===== config.mk =====
export PLATFORM = sky130hd
export DESIGN_NAME = top_level_core
export DESIGN_NICKNAME = d
export VERILOG_FILES = /design/src/rtl/prog3_pkg.sv /design/src/rtl/data_mem.sv /design/src/rtl/instr_rom.sv /design/src/rtl/top_level_core.sv
export SDC_FILE = /design/constraint.sdc
export NUM_CORES = 1
export LEC_CHECK = 0
export BUFFER_PORTS_ARGS = -buffer_cell sky130_fd_sc_hd__buf_4
export CAP_MARGIN = 30
export CELL_PAD_IN_SITES_DETAIL_PLACEMENT = 1
export CELL_PAD_IN_SITES_GLOBAL_PLACEMENT = 2
export CORE_AREA = 2 2 39 41
export CTS_BUF_LIST = sky130_fd_sc_hd__clkbuf_2
export CTS_CLUSTER_DIAMETER = 30
export DETAILED_ROUTE_END_ITERATION = 8
export DIE_AREA = 0 0 41 43
export GPL_TIMING_DRIVEN = 1
export PLACE_DENSITY_LB_ADDON = 0.05
export REMOVE_ABC_BUFFERS = 1
export SYNTH_ARGS = -nofsm -noshare
export SYNTH_HDL_FRONTEND = slang
export SYNTH_HIERARCHICAL = 1
export SYNTH_SLANG_ARGS = --single-unit

===== constraint.sdc =====
create_clock -name clk -period 2.98 [get_ports clk]
set_input_delay 0.298 -clock clk [delete_from_list [all_inputs] [get_ports clk]]
set_output_delay 0.298 -clock clk [all_outputs]
set_load 0.05 [all_outputs]

===== src/rtl/prog3_pkg.sv =====
// Shared types, constants and the window-match helper for the Program-3 engine.
// Optional macro CYCLE_CNT_EN adds the WR3 state that stores the run's cycle count.
package prog3_pkg;

    localparam int NBYTES   = 32;
    localparam int PAT_ADDR = 32;
    localparam int OUT_BASE = 33;

    typedef enum logic [2:0] {
        IDLE,
        LOAD,
        SCAN,
        WR0,
        WR1,
        WR2,
`ifdef CYCLE_CNT_EN
        WR3,
`endif
        DONE
    } state_t;

    // Number of 5-bit windows w[k+4:k] with k_lo <= k <= k_hi that equal pat.
    function automatic logic [3:0] win_match(input logic [11:0] w,
                                             input logic [4:0]  pat,
                                             input int          k_lo,
                                             input int          k_hi);
        logic [3:0] n;
        n = '0;
        for (int k = 0; k < 8; k++) begin
            if (k >= k_lo && k <= k_hi && w[k +: 5] == pat)
                n = n + 4'd1;
        end
        return n;
    endfunction

endpackage


===== src/rtl/data_mem.sv =====
// Byte-wide data memory: combinational read, synchronous write, never cleared.
module data_mem #(
    parameter int DEPTH = 256,
    parameter int AW    = $clog2(DEPTH)
) (
    input  logic          clk,
    input  logic          we,
    input  logic [AW-1:0] addr,
    input  logic [7:0]    wdata,
    output logic [7:0]    rdata
);

    logic [7:0] core [0:DEPTH-1];

    assign rdata = core[addr];

    always_ff @(posedge clk) begin
        if (we)
            core[addr] <= wdata;
    end

endmodule


===== src/rtl/instr_rom.sv =====
// Instruction ROM; contents are loaded from outside the design, the hardwired sequencer never fetches.
module instr_rom #(
    parameter int DEPTH = 1024,
    parameter int WIDTH = 9,
    parameter int AW    = $clog2(DEPTH)
) (
    input  logic [AW-1:0]    addr,
    output logic [WIDTH-1:0] data
);

    logic [WIDTH-1:0] core [0:DEPTH-1];

    assign data = core[addr];

endmodule


===== src/rtl/top_level_core.sv =====
// Program-3 engine: counts 5-bit pattern hits in a 32-byte string and writes three counts back.
// Optional macro CYCLE_CNT_EN also stores the LOAD..WR2 cycle count at OUT_BASE+3.
module top_level_core
    import prog3_pkg::*;
#(
    parameter int DM_DEPTH = 256,
    parameter int IM_DEPTH = 1024,
    parameter int IM_WIDTH = 9
) (
    input  logic clk,
    input  logic reset,
    input  logic req,
    output logic done
);

    localparam int AW  = $clog2(DM_DEPTH);
    localparam int IAW = $clog2(IM_DEPTH);

    state_t        state, state_next;
    logic [4:0]    pat;
    logic [4:0]    idx;
    logic [3:0]    prev;
    logic [7:0]    ctb, cto, cts;
    logic          we;
    logic [AW-1:0] addr;
    logic [7:0]    wdata, rdata;
    logic [11:0]   w;
    logic [3:0]    in_cnt, x_cnt;
    logic [IM_WIDTH-1:0] instr_unused;
`ifdef CYCLE_CNT_EN
    logic [7:0]    cyc;
`endif

    data_mem #(.DEPTH(DM_DEPTH)) dm1 (
        .clk   (clk),
        .we    (we),
        .addr  (addr),
        .wdata (wdata),
        .rdata (rdata)
    );

    instr_rom #(.DEPTH(IM_DEPTH), .WIDTH(IM_WIDTH)) ir_inst (
        .addr (IAW'(0)),
        .data (instr_unused)
    );

    // Crossing windows at idx 0 would see the zeroed prev nibble, so they are excluded.
    assign w      = {prev, rdata};
    assign in_cnt = win_match(w, pat, 0, 3);
    assign x_cnt  = (idx != 5'd0) ? win_match(w, pat, 4, 7) : 4'd0;
    assign done   = (state == DONE);

    always_ff @(posedge clk or negedge reset) begin
        if (!reset)
            state <= IDLE;
        else
            state <= state_next;
    end

    always_ff @(posedge clk or negedge reset) begin
        if (!reset) begin
            pat  <= '0;
            idx  <= '0;
            prev <= '0;
            ctb  <= '0;
            cto  <= '0;
            cts  <= '0;
        end else begin
            case (state)
                LOAD: begin
                    pat  <= rdata[7:3];
                    idx  <= '0;
                    prev <= '0;
                    ctb  <= '0;
                    cto  <= '0;
                    cts  <= '0;
                end
                SCAN: begin
                    ctb  <= ctb + {4'd0, in_cnt};
                    cto  <= cto + {7'd0, (in_cnt != 4'd0)};
                    cts  <= cts + {4'd0, in_cnt} + {4'd0, x_cnt};
                    prev <= rdata[3:0];
                    idx  <= idx + 5'd1;
                end
                default: ;
            endcase
        end
    end

`ifdef CYCLE_CNT_EN
    // Counts every cycle from LOAD through WR2 of the current run.
    always_ff @(posedge clk or negedge reset) begin
        if (!reset)
            cyc <= '0;
        else if ((state == IDLE || state == DONE) && req)
            cyc <= '0;
        else if (state != IDLE && state != DONE && state != WR3)
            cyc <= cyc + 8'd1;
    end
`endif

    always_comb begin
        state_next = state;
        we         = 1'b0;
        addr       = AW'(idx);
        wdata      = ctb;
        case (state)
            IDLE, DONE: begin
                if (req)
                    state_next = LOAD;
            end
            LOAD: begin
                addr       = AW'(PAT_ADDR);
                state_next = SCAN;
            end
            SCAN: begin
                if (idx == 5'(NBYTES - 1))
                    state_next = WR0;
            end
            WR0: begin
                we         = 1'b1;
                addr       = AW'(OUT_BASE);
                wdata      = ctb;
                state_next = WR1;
            end
            WR1: begin
                we         = 1'b1;
                addr       = AW'(OUT_BASE + 1);
                wdata      = cto;
                state_next = WR2;
            end
            WR2: begin
                we         = 1'b1;
                addr       = AW'(OUT_BASE + 2);
                wdata      = cts;
`ifdef CYCLE_CNT_EN
                state_next = WR3;
`else
                state_next = DONE;
`endif
            end
`ifdef CYCLE_CNT_EN
            WR3: begin
                we         = 1'b1;
                addr       = AW'(OUT_BASE + 3);
                wdata      = cyc;
                state_next = DONE;
            end
`endif
            default: state_next = IDLE;
        endcase
    end

endmodule


* After elaboration in Yosys (flattened, before gate mapping)
Cells that the tools add are included.
** Storage, ports and cells
- Bits in registers :: 8
- Output and inout port bits :: 1
** Operators by class
- Add/sub/neg operators :: 1
- Equality and inequality tests :: 9
- Multiplexer cells :: 4
- Reductions and logical operators :: 4
** Operators with widths (count)
- 3-bit case mux with 6 select lines :: 1
- 5-bit case mux with 2 select lines :: 1
- 3-bit equality test, second input constant :: 3
- 3-bit by 2-bit equality test with 1-bit output, second input constant :: 2
- 3-bit two-way mux :: 2
- 5-bit by 1-bit adder with 5-bit output, second input constant :: 1
- 5-bit equality test, second input constant :: 1
- 2-bit inequality test, second input constant :: 2
- 3-bit by 1-bit equality test with 1-bit output, second input constant :: 1
- 3-bit logical NOT :: 1
- 2-bit AND reduction :: 1
- 2-bit nonzero test :: 1
- 2-bit OR reduction :: 1

* Longest topological paths before layout
Gate-level depths: netlist of the first run.
- Word-level depth :: 4
- Mapped depth :: 6
- Gate-level depth less buffers :: 6

* Least setup slack after synthesis of the first run
Ideal clock, no wire load.
- Kind :: flip-flop to flip-flop
- From :: register idx[0]
- To :: register state[0]
- Arrival :: 1.359 ns
- Path slack :: 1.503 ns
- Cell stages (with the launch flop) :: 7
- Period minus slack after synthesis :: 1.477 ns
- Cell sequence :: dfrtp_1 ha_1 and3_1 ha_1 mux2_4 o22ai_2 nor2_1
** Between the ends
- Cells in the longest elaborated chain, start to end :: 3
** Ends and longest elaborated chain
- from (decl) :: line top_level_core.sv:21 : logic [4:0] idx;
- from (signal assigned) :: line top_level_core.sv:83 : idx <= idx + 5'd1;
- 5-bit equality test :: line top_level_core.sv:117 : if (idx == 5'(NBYTES - 1))
- 2-bit inequality test (no line)
- 2-bit AND reduction (no line)
- to (signal assigned) :: line top_level_core.sv:57 : state <= state_next;
- to (decl) :: line top_level_core.sv:19 : state_t state, state_next;
No other way between the ends.
A chain may end at the register's enable or synchronous reset.

* Worst setup path in the final report of the first run
Ends and elaborated chain as after synthesis.

==> results.md, run 1 <==
Critical path:
- In this run the worst path has a maximum fanout of 5.
- The endpoint of the worst register-to-register path is state[0].
- At the worst endpoint, the arrival time is 1760 ps.
- The register-to-register setup slack is 1350 ps.
- The critical path class is flip-flop to flip-flop.
- The endpoint type of the worst setup path is a flip-flop.
- Data on the critical path is required at its endpoint by 3110 ps.
- The source of the worst register-to-register timing path is idx[0].
- For the worst flop-to-flop path, the logic depth is 6.
- The nature of the critical path startpoint is a flip-flop.

Timing:
- In this run the tightest slew margin relative to its limit is 72.4%.
- The number of endpoints with negative hold slack in the final report is 0.
- The final-layout worst hold slack is 320 ps.
- Based on the critical path, the design can be clocked at up to 614 MHz.
- The final worst clock skew is 9.30 ps.
- The worst path in the final design needs a cycle of 1630 ps, including I/O delays and setup.
- Setup repair after global routing left no endpoint under its margin.
- The transition time at the pin with the least slew margin is 414 ps.
- After routing, the total negative slack on setup checks comes to 0 ps.
- The final number of max-transition violations came to 0.
- The fraction of the cycle the final worst path needs is 54.7%.
- The number of setup violations in the final report is 0.

Detailed routing:
- The routed design uses 441 µm of met2 wire.
- For this block, the routed nets add up to 961 µm of wire.
- Across all layers, the routed design uses 378 vias.
- Dividing the detail-routed wire length by the instance count gives 14.1 µm.
- The highest metal layer with signal wires is met4.
- The amount of wire on met3 after detailed routing is 32 µm.
- Before antenna repair, the detailed router went through 4 iterations.
- The first routing iteration left 7 violations.
- For this block, wires on met1 add up to 449 µm.
- In the routed design, unresolved DRC markers number 0.
- The detail-routed via count per cell is 5.56.
- The remaining antenna violation count after routing is 0.

Pwr:
- Across the VDD grid, the largest voltage drop is 0.418 mV.
- The leakage power figure is 0.240 nW.
- The total power is 0.540 mW.
- Power spread over the standard cell area amounts to 1050 nW/µm².

GRT:
- The number of global-route vias before repair is 353.
- Across every metal layer, demand over resource in global routing totals 14.1%.
- The first global-routing pass estimated 1590 µm of wire.
- Entering global routing, the biggest net connects 14 pins.
- The number of antenna violations at the first check in global routing is 0.
- Summed over all layers, the global routing overflow is 0.

Logic synthesis:
- The count of cell types in the netlist is 22.
- Synthesis handed over a netlist of 48 instances.
- The synthesized area is 475 µm².
- Synthesis inferred 8 register bits.
- The number of warnings printed during yosys synthesis is 6.
- The sequential area share after synthesis is 42.1%.
- Dividing the synthesized area by the synthesized cell count gives 9.91 µm².

Hold path:
- The worst hold path was traced through 3 stages.
- The sink of the worst hold path is state[0].
- The startpoint identified for the worst hold timing path is req.
- The path type of the worst min-delay path is input port to flip-flop.

Floorplan:
- The die is 43 µm tall.
- The site row count is 14.
- The starting density of the core is 34.4%.
- The die boundary width is 41 µm.
- The total die area is 1760 µm².
- The number of top-level pins is 4.
- The core region is 1380 µm².

Clock tree:
- The buffer cell driving the clock tree root is sky130_fd_sc_hd__clkbuf_2.
- The number of setup buffers added after CTS is 0.
- The number of levels the H-tree was split into is 1.
- The clock tree from TritonCTS is done.
- In this run, post-CTS repair resized a total of 0 instances.
- The number of buffers created by CTS is 3.
- The clock net in this run drives a total of 8 sinks.
- Clock-pin slew was measured on the worst setup and hold paths at 90 ps.
- The clock reaches the later pin of the worst-skew pair after 260 ps.
- The clock tree buffer depth is 2.
- Buffers inserted to repair hold after CTS numbered 1.

Cells and area:
- The finished cells cover 513 µm².
- Relative to the synthesized area, the layout overhead comes to 7.89%.
- After the flow finishes, the layout carries non-filler instances totaling 68.
- The leading cell type in the layout, fill and taps excluded is sky130_fd_sc_hd__dfrtp_1.
- The repair_antennas step left the layout with diodes totalling 0.
- The library cells used most frequently in the layout, excluding fill and tap cells, are sky130_fd_sc_hd__dfrtp_1, sky130_fd_sc_hd__o21ai_0, sky130_fd_sc_hd__nand2_1.
- The total number of nets in the final design is 59.
- The post-route netlist has 19.2% of its cells at a drive strength greater than 1.

Placed design:
- The final weighted congestion in routability-driven placement is 0.681.
- The number of placed instances, taps included, is 64.
- The cell area after placement is 488 µm².
- The detailed placement HPWL is 659 µm.
- The count of buffers added on input and output ports is 3.

Status:
- The run finished with clean final reports.

Run:
- Max-cap violations in this run came to 0.
[sequential cells by signal, summed over array words and instances, names as in the netlist]
signal  count
idx         5
state       3
[layout make-up]
type	count	area (µm²)
clock buffer	3	15.0
inverter	2	7.51
multi-input combinational	35	238
fill	162	871
tap	16	20.0
sequential	8	200
timing repair buffer	4	32.5
[synthesized netlist by cell type, drive strengths merged]
library cell / count / area [µm²]
dfrtp: 8 / 200
o21ai: 8 / 40.0
nand2: 5 / 18.8
a22oi: 3 / 22.5
and3: 3 / 18.8
buf: 3 / 30.0
a21oi: 2 / 10.0
ha: 2 / 25.0
inv: 2 / 7.51
nor2: 2 / 7.51
a21o: 1 / 7.51
a41oi: 1 / 8.76
mux2: 1 / 15.0
mux2i: 1 / 10.0
nand3: 1 / 5.00
nor2b: 1 / 8.76
nor3: 1 / 5.00
nor4b: 1 / 15.0
o21a: 1 / 7.51
o22ai: 1 / 12.5
[cells by family (layout without fill, tap and decap cells)]
group / after synthesis / after routing / synth area share, %
and+or+nand+nor: 14 / 14 / 16.6
AOI/OAI and AO/OA: 17 / 17 / 22.9
DFF: 8 / 8 / 42.1
buffers and inverters: 5 / 9 / 7.90
muxes: 2 / 2 / 5.26
adders and majority gates: 2 / 2 / 5.26
[routing by layer]
metal  global-route usage [%]  vias up
met5                        0        -
met4                     12.0        0
met3                     3.14        5
met2                     18.1        8
met1                     19.0      182
li1                         -      183
[stage by stage]
stage / util [%] / worst slack, ps
global placement: 35.3 / 1410
detailed placement: 35.3 / 1370
global route: 37.1 / 1250
CTS: 37.1 / 1340
floorplan: - / 1490
finish: 37.1 / 1350
[power breakdown]
part           internal [mW]  total (mW)  switching, mW
sequential             0.161       0.264          0.103
combinational          0.102       0.205          0.103
clock                 0.0274      0.0706         0.0432
[worst max path at each step]
stage	from	depth (start not counted)	endpoint
6_report	idx[0]	6	state[0]
5_1_grt	idx[0]	6	state[0]
4_1_cts	state[0]	3	done
3_5_place_dp	idx[0]	6	state[0]
3_3_place_gp	idx[0]	6	state[0]
2_1_floorplan	idx[0]	6	state[0]
[worst max-delay path, cell delays in order (launching register included)]
cell and delay (ps):
sky130_fd_sc_hd__dfrtp_1 440, sky130_fd_sc_hd__ha_1 260, sky130_fd_sc_hd__and3_1 180, sky130_fd_sc_hd__ha_1 170
sky130_fd_sc_hd__mux2_4 260, sky130_fd_sc_hd__o22ai_2 140, sky130_fd_sc_hd__nor2_1 50
Power figures use the tool's default switching activity.
==> run 2, diff against run 1 <==
==> constraint.sdc (replaced) <==
create_clock -name clk -period 1.5 [get_ports clk]
set_input_delay 0.15 -clock clk [delete_from_list [all_inputs] [get_ports clk]]
set_output_delay 0.15 -clock clk [all_outputs]
set_load 0.05 [all_outputs]
==> run 2 against run 1 <==
Against the previous run: power is 120% higher; clock skew is 1.5 ps lower; utilization up 4.8 points; combinational power rose to 2.7 times the previous value; via count grew 5.6%; sequential cell count is the same; worst hold slack got worse by 120 ps; non-clock buffer count increased by 6.
==> results.md, run 2 (synthesis gave the netlist of run 1 again) <==
Floorplan:
- The die boundary width came to 41 µm (unchanged).
- The number of top-level pins is 4 (unchanged).
- The standard cell core area was 1380 µm² (unchanged).
- The starting density of the core was 34.4% (unchanged).
- The die height was 43 µm (unchanged).
- The site row count came to 14 (unchanged).
- The total die area came to 1760 µm² (unchanged).

Critical path:
- The critical path class is flip-flop to flip-flop.
- The worst reg2reg path depth is 6 (unchanged).
- The source of the worst register-to-register timing path is idx[0].
- The register-to-register setup slack is 40 ps (-1310 ps).
- The arrival time reported for the critical path endpoint is 1580 ps (-180 ps).
- The worst endpoint required time is 1610 ps (-1500 ps).
- The worst register-to-register path ends at state[0].
- The endpoint type of the worst setup path is a flip-flop.
- The maximum fanout along the worst path came to 2 (-3).
- The nature of the critical path startpoint is a flip-flop.

Timing:
- The final-layout worst hold slack is 198 ps (-123 ps).
- The final worst clock skew was 7.83 ps (-1.47 ps).
- The number of setup violations in the final report is 0 (unchanged).
- The summed negative setup slack over all endpoints came to 0 ps (unchanged).
- Setup repair after global routing could not meet its margin everywhere.
- The number of endpoints with negative hold slack in the final report is 0 (unchanged).
- The worst-case headroom to the max-slew limit is 75.7% (+3.3 points).
- The final number of max-transition violations came to 0 (unchanged).
- The worst-case setup margin in the final layout is 35.3 ps (-1310 ps).
- The time the final worst path needs with I/O delays and setup is 1460 ps (-165 ps).
- The fmax was 683 MHz (+11%).
- The fraction of the cycle the final worst path needs is 97.6% (+43 points).
- The transition time at the pin with the least slew margin came to 364 ps (-49.8 ps).

Pwr:
- The clock network fraction of design power is 10.7% (-2.4 points).
- The power density relative to cell area is 2070 nW/µm² (+97%).
- The combinational group share of total power is 46.9% (+8.9 points).
- The internal portion of total power came to 0.668 mW (+130%).
- The switching part of the total power is 44.3% (-1.8 points).
- The peak ir drop on the vdd network is 0.806 mV (+93%).
- The reported net switching power is 0.532 mW (+110%).
- The sequential share of power was 42.4% (-6.5 points).
- The leakage power figure came to 0.262 nW (+9.4%).

Cells and area:
- The largest registers in the layout are idx x5, state x3.
- In the layout the commonest cells are sky130_fd_sc_hd__buf_4, sky130_fd_sc_hd__o21ai_0, sky130_fd_sc_hd__dfrtp_1.
- The flip-flop count of the largest register after layout is 5 (unchanged).
- Relative to the synthesized area, the layout overhead comes to 21.8%.
- The total number of nets in the final design is 65 (+10%).
- The number of filler instances in the final layout came to 163 (+0.62%).
- The fraction of the core area covered by cells at the end of the flow is 41.9% (+4.8 points).
- The number of antenna repair diodes was 0 (unchanged).
- The proportion of layout cells with a drive suffix above 1 is 34.5% (+15 points).
- The leading cell type in the layout, fill and taps excluded is sky130_fd_sc_hd__buf_4.
- The largest register by flop count is idx.

Clock tree:
- TritonCTS built the clock tree.
- The number of levels the H-tree was split into came to 1 (unchanged).
- The clock latency at the later pin of the worst-skew pair is 240 ps (-20 ps).
- The clock tree buffer depth is 2 (unchanged).
- The number of sinks handled by clock tree synthesis is 8 (unchanged).
- The CTS clock-pin slew for the worst setup and hold paths is 80 ps (about the same).
- The number of buffers created by CTS is 3 (unchanged).
- The buffer cell driving the clock tree root is sky130_fd_sc_hd__clkbuf_2.

Placed design:
- The final weighted congestion in routability-driven placement is 0.678 (-0.43%).
- The detailed placement HPWL is 792 µm (+20%).
- The number of buffers added on ports is 3 (unchanged).
- The worst slack at placement came to -35.9 ps (-1410 ps).

Detailed routing:
- The routed wire length was 1100 µm (+15%).
- The detail-routed via count per cell is 5.39 (-3.0%).
- The number of iterations in the first detailed-routing pass was 3 (-1).
- The total number of vias is 399 (+5.6%).
- The remaining antenna violation count after routing is 0 (unchanged).
- The violation count after the first detailed-routing iteration is 8 (+1).
- The number of remaining DRC errors is 0 (unchanged).
- The mean routed wirelength per cell is 14.9 µm (+5.4%).

GRT:
- The wire length of the first global-routing pass came to 1780 µm (+12%).
- The overflow left after global routing is 0 (unchanged).
- The number of antenna violations at the first check in global routing came to 0 (unchanged).
- The global-route total usage across every layer is 15.7% (+1.5 points).
- The maximum number of pins on one net before global-route repair is 14 (unchanged).
- The number of global-route vias before repair was 399 (+13%).

Hold path:
- The hold-critical path depth came to 3 (unchanged).
- The path type of the worst min-delay path is input port to flip-flop.
- For hold timing, the worst endpoint is state[0].
- In this run the most critical hold path is launched from req.

Status:
- The run finished with clean final reports.

Run:
- The max-cap check violation count is 0 (unchanged).
==> run 2: cell count changes in the layout (fill, tap and decap cells not counted), sizes merged <==
cell,before,now
buf,3,9
==> run 2: critical path: stages (launching register included) <==
cell	delay, ps
sky130_fd_sc_hd__dfrtp_1	390
sky130_fd_sc_hd__ha_2	190
sky130_fd_sc_hd__and3_4	170
sky130_fd_sc_hd__ha_4	150
sky130_fd_sc_hd__mux2_4	250
sky130_fd_sc_hd__o22ai_2	130
sky130_fd_sc_hd__nor2_1	50
==> run 2: layout make-up <==
cell class	instances	area (µm²)	area share, %
Clock buffer	3	15.0	2.59
Inverter	2	7.51	1.30
Multi-Input combinational cell	35	258	44.5
Sequential cell	8	201	34.8
Tap cell	16	20.0	3.46
Timing Repair Buffer	10	77.6	13.4
==> run 2: routing by layer <==
metal  track usage (%)  wire [µm]  part of all wire (%)  vias up
met5                 0          0                     0        -
met4              8.00         14                   1.3        0
met3              4.71         23                   2.1        2
met2              22.5        557                    51        6
met1              20.5        506                    46      198
li1                  -          -                     -      193
==> run 2: what timing repair did <==
action / 4_1_cts / 5_1_grt
gates resized for setup: 3 / 2
setup buffers: 1 / 1
hold endpoints to repair: 8 / 0
pin swaps: 1 / 1
hold buffers: 1 / 0
setup endpoints to repair: 1 / 2
==> run 2: worst max path at each step <==
stage	cells after the start	end	slack, ps	from
6_report	6	state[0]	40	idx[0]
5_1_grt	6	state[0]	-20	idx[0]
4_1_cts	6	state[0]	2	idx[1]
3_5_place_dp	6	state[0]	-40	idx[0]
3_3_place_gp	6	state[0]	7	idx[0]
2_1_floorplan	6	state[0]	9	idx[0]
==> run 2: per-stage QoR <==
stage / area (µm²) / total power, mW / instances
2_1_floorplan: 445 / 0.800 / 45
3_3_place_gp: 518 / 0.964 / 68
3_5_place_dp: 518 / 1.02 / 68
4_1_cts: 561 / 1.19 / 73
5_1_grt: 579 / 1.30 / 74
6_report: 579 / 1.20 / 74
==> run 2: power groups by stage <==
stage / Combinational, mW / Clock (mW) / Sequential, mW
detailed placement: 0.524 / 0 / 0.499
CTS: 0.555 / 0.137 / 0.496
floorplan: 0.332 / 0 / 0.468
global route: 0.618 / 0.152 / 0.530
finish: 0.563 / 0.128 / 0.509
global placement: 0.482 / 0 / 0.482
==> run 3, diff against run 2 <==
--- a/config.mk
+++ b/config.mk
@@ -15,9 +15,11 @@
 export DETAILED_ROUTE_END_ITERATION = 8
 export DIE_AREA = 0 0 41 43
 export GPL_TIMING_DRIVEN = 1
+export MAX_ROUTING_LAYER = met4
 export PLACE_DENSITY_LB_ADDON = 0.05
 export REMOVE_ABC_BUFFERS = 1
 export SYNTH_ARGS = -nofsm -noshare
 export SYNTH_HDL_FRONTEND = slang
 export SYNTH_HIERARCHICAL = 1
 export SYNTH_SLANG_ARGS = --single-unit
+export TNS_END_PERCENT = 50
==> run 3 against run 2 <==
Against the previous run: design area down 3.0%; fmax down 0.63%; sequential power down 1%; register-to-register slack about the same; non-clock buffer count down 1; first-iteration DRC count down 38%; critical path type unchanged.
==> results.md, run 3 (synthesis gave the netlist of run 1 again) <==
Critical path:
- The register-to-register setup slack is 30 ps (about the same).
- The kind of cell adding the most delay to the critical path is flip-flops.
- The nature of the critical path startpoint is a flip-flop.
- The cell with the largest stage delay on the worst path is sky130_fd_sc_hd__dfrtp_1.
- The endpoint type of the worst setup path is a flip-flop.
- The maximum fanout along the worst path is 2 (unchanged).
- The worst endpoint required time was 1610 ps (about the same).
- Traced cell by cell, the critical path runs through ha_2 > and3_4 > ha_2 > mux2_4 > o22ai_2 > nor2_1.
- The arrival time reported for the critical path endpoint is 1590 ps (about the same).
- The maximum cell stage delay along the critical path is 390 ps (about the same).
- Among the stages of the critical path, the cell type that occurs most often is sky130_fd_sc_hd__ha_2.
- The worst setup path is of the flip-flop to flip-flop kind.
- The total buffers and inverters traversed by the critical path is 0 (unchanged).

Pwr:
- The peak ir drop on the vdd network is 0.779 mV (-3.4%).
- The leakage power figure is 0.257 nW (-2.1%).
- The power density relative to cell area is 2090 nW/µm² (+1.1%).
- The total power is 1.18 mW (-2.0%).

GRT:
- The number of antenna violations at the first check in global routing is 0 (unchanged).
- The overflow left after global routing was 0 (unchanged).
- The wire length of the first global-routing pass is 1770 µm (-0.39%).
- The maximum number of pins on one net before global-route repair is 14 (unchanged).
- The number of global-route vias before repair came to 400 (+0.25%).
- The global-route total usage across every layer is 16.0% (+0.29 points).

Cells and area:
- Leaving out fill and tap cells, the most frequent cells in the layout are sky130_fd_sc_hd__buf_4, sky130_fd_sc_hd__o21ai_0, sky130_fd_sc_hd__dfrtp_1.
- The library cell used most frequently in the layout, excluding fill and tap cells, is sky130_fd_sc_hd__buf_4.
- The number of antenna repair diodes is 0 (unchanged).
- idx holds more flip-flops than any other register.
- The proportion of layout cells with a drive suffix above 1 was 33.3% (-1.1 points).
- The total number of nets in the final design is 64 (-1.5%).
- The number of filler instances in the final layout came to 165 (+1.2%).
- The area growth from synthesis to layout is 18.2%.
- In the final layout, the registers with the most flip-flops are idx x5, state x3.
- The flip-flop count of the largest register after layout is 5 (unchanged).

Clock tree:
- The cell sitting at the root of the clock tree is a sky130_fd_sc_hd__clkbuf_2.
- The number of levels the H-tree was split into was 1 (unchanged).
- The number of sinks handled by clock tree synthesis is 8 (unchanged).
- The clock tree from TritonCTS is done.
- The clock tree buffer depth is 2 (unchanged).
- The number of buffers created by CTS was 3 (unchanged).
- The clock latency at the later pin of the worst-skew pair came to 230 ps (about the same).
- The CTS clock-pin slew for the worst setup and hold paths is 80 ps (about the same).

Placed design:
- The worst slack at placement came to -35.9 ps (unchanged).
- The number of buffers added on ports was 3 (unchanged).
- The final weighted congestion in routability-driven placement is 0.685 (+1.0%).
- The detailed placement HPWL was 792 µm (unchanged).

Timing:
- The fraction of the cycle the final worst path needs came to 98.3% (+0.62 points).
- The number of setup violations in the final report was 0 (unchanged).
- The number of endpoints with negative hold slack in the final report is 0 (unchanged).
- The final worst clock skew is 5.36 ps (-2.48 ps).
- The worst-case setup margin in the final layout is 26.1 ps (-9.25 ps).
- Setup repair after global routing could not meet its margin everywhere.
- The fmax came to 678 MHz (-0.63%).
- The final number of max-transition violations is 0 (unchanged).
- The worst-case headroom to the max-slew limit came to 76.2% (+0.53 points).
- The transition time at the pin with the least slew margin was 356 ps (-7.88 ps).
- The time the final worst path needs with I/O delays and setup is 1470 ps (+9.25 ps).

Status:
- The run finished with clean final reports.

Detailed routing:
- The mean routed wirelength per cell is 15.3 µm (+2.7%).
- The total number of vias is 386 (-3.3%).
- The violation count after the first detailed-routing iteration came to 5 (-3).
- The routed wire length is 1120 µm (+1.3%).
- The number of remaining DRC errors is 0 (unchanged).
- The detail-routed via count per cell is 5.29 (-1.9%).
- The remaining antenna violation count after routing came to 0 (unchanged).
- The number of iterations in the first detailed-routing pass is 2 (-1).

Floorplan:
- The number of top-level pins is 4 (unchanged).
- The die height came to 43 µm (unchanged).
- The total die area is 1760 µm² (unchanged).
- The standard cell core area was 1380 µm² (unchanged).
- The die boundary width is 41 µm (unchanged).
- The site row count is 14 (unchanged).
- The starting density of the core is 34.4% (unchanged).

Run:
- The max-cap check violation count was 0 (unchanged).

Hold path:
- The path type of the worst min-delay path is input port to flip-flop.
==> run 3: power breakdown <==
| group | leakage, nW | internal (mW) | switching, mW |
|---|---|---|---|
| Sequential | 0.101 | 0.323 | 0.179 |
| Combinational | 0.143 | 0.276 | 0.271 |
| Clock | 0.0125 | 0.0546 | 0.0733 |
==> run 3: area by class of cell <==
| class | instances | area (µm²) | share of cell area (%) |
|---|---|---|---|
| Clock buffer | 3 | 15.0 | 2.67 |
| Tap cell | 16 | 20.0 | 3.56 |
| Timing Repair Buffer | 9 | 70.1 | 12.5 |
| Multi-Input combinational cell | 35 | 248 | 44.1 |
| Inverter | 2 | 7.51 | 1.34 |
| Sequential cell | 8 | 201 | 35.9 |
==> run 3: per-layer routing <==
metal | GRT usage, % | vias to the layer above | part of all wire [%]
li1 | - | 192 | -
met1 | 19.9 | 189 | 44
met2 | 22.8 | 3 | 54
met3 | 4.71 | 2 | 1.7
met4 | 8.00 | 0 | 0.36
met5 | - | - | 0
==> run 3: repair_timing <==
action,CTS,global route
setup endpoints to repair,1,2
resized for setup,3,1
endpoints found under the hold margin,8,0
hold buffers,1,0
pin swaps,1,1
setup buffers,1,0
==> run 3: path summary, 6_finish.rpt <==
check                       start  endpoint  depth (start not counted)
max                        idx[0]  state[0]                          6
min                           req  state[0]                          3
max in group asynchronous   reset  state[0]                          2
max reg2reg                idx[0]  state[0]                          6
min in group asynchronous   reset    idx[2]                          2
min reg2reg                idx[4]    idx[4]                          2
==> run 3: stage by stage <==
stage	instance area (µm²)	setup TNS, ps	hold WS [ps]	utilization, %	instances
floorplan	445	0	-146	-	45
global placement	518	0	-26.4	37.4	68
detailed placement	518	-35.9	-23.3	37.4	68
CTS	561	0	189	40.5	73
global route	562	-33.1	201	40.6	73
finish	562	0	201	40.6	73
==> run 3: worst reg2reg max path, stage by stage (launching register included) <==
cell	delay, ps
sky130_fd_sc_hd__dfrtp_1	390
sky130_fd_sc_hd__ha_2	190
sky130_fd_sc_hd__and3_4	170
sky130_fd_sc_hd__ha_2	160
sky130_fd_sc_hd__mux2_4	250
sky130_fd_sc_hd__o22ai_2	130
sky130_fd_sc_hd__nor2_1	50
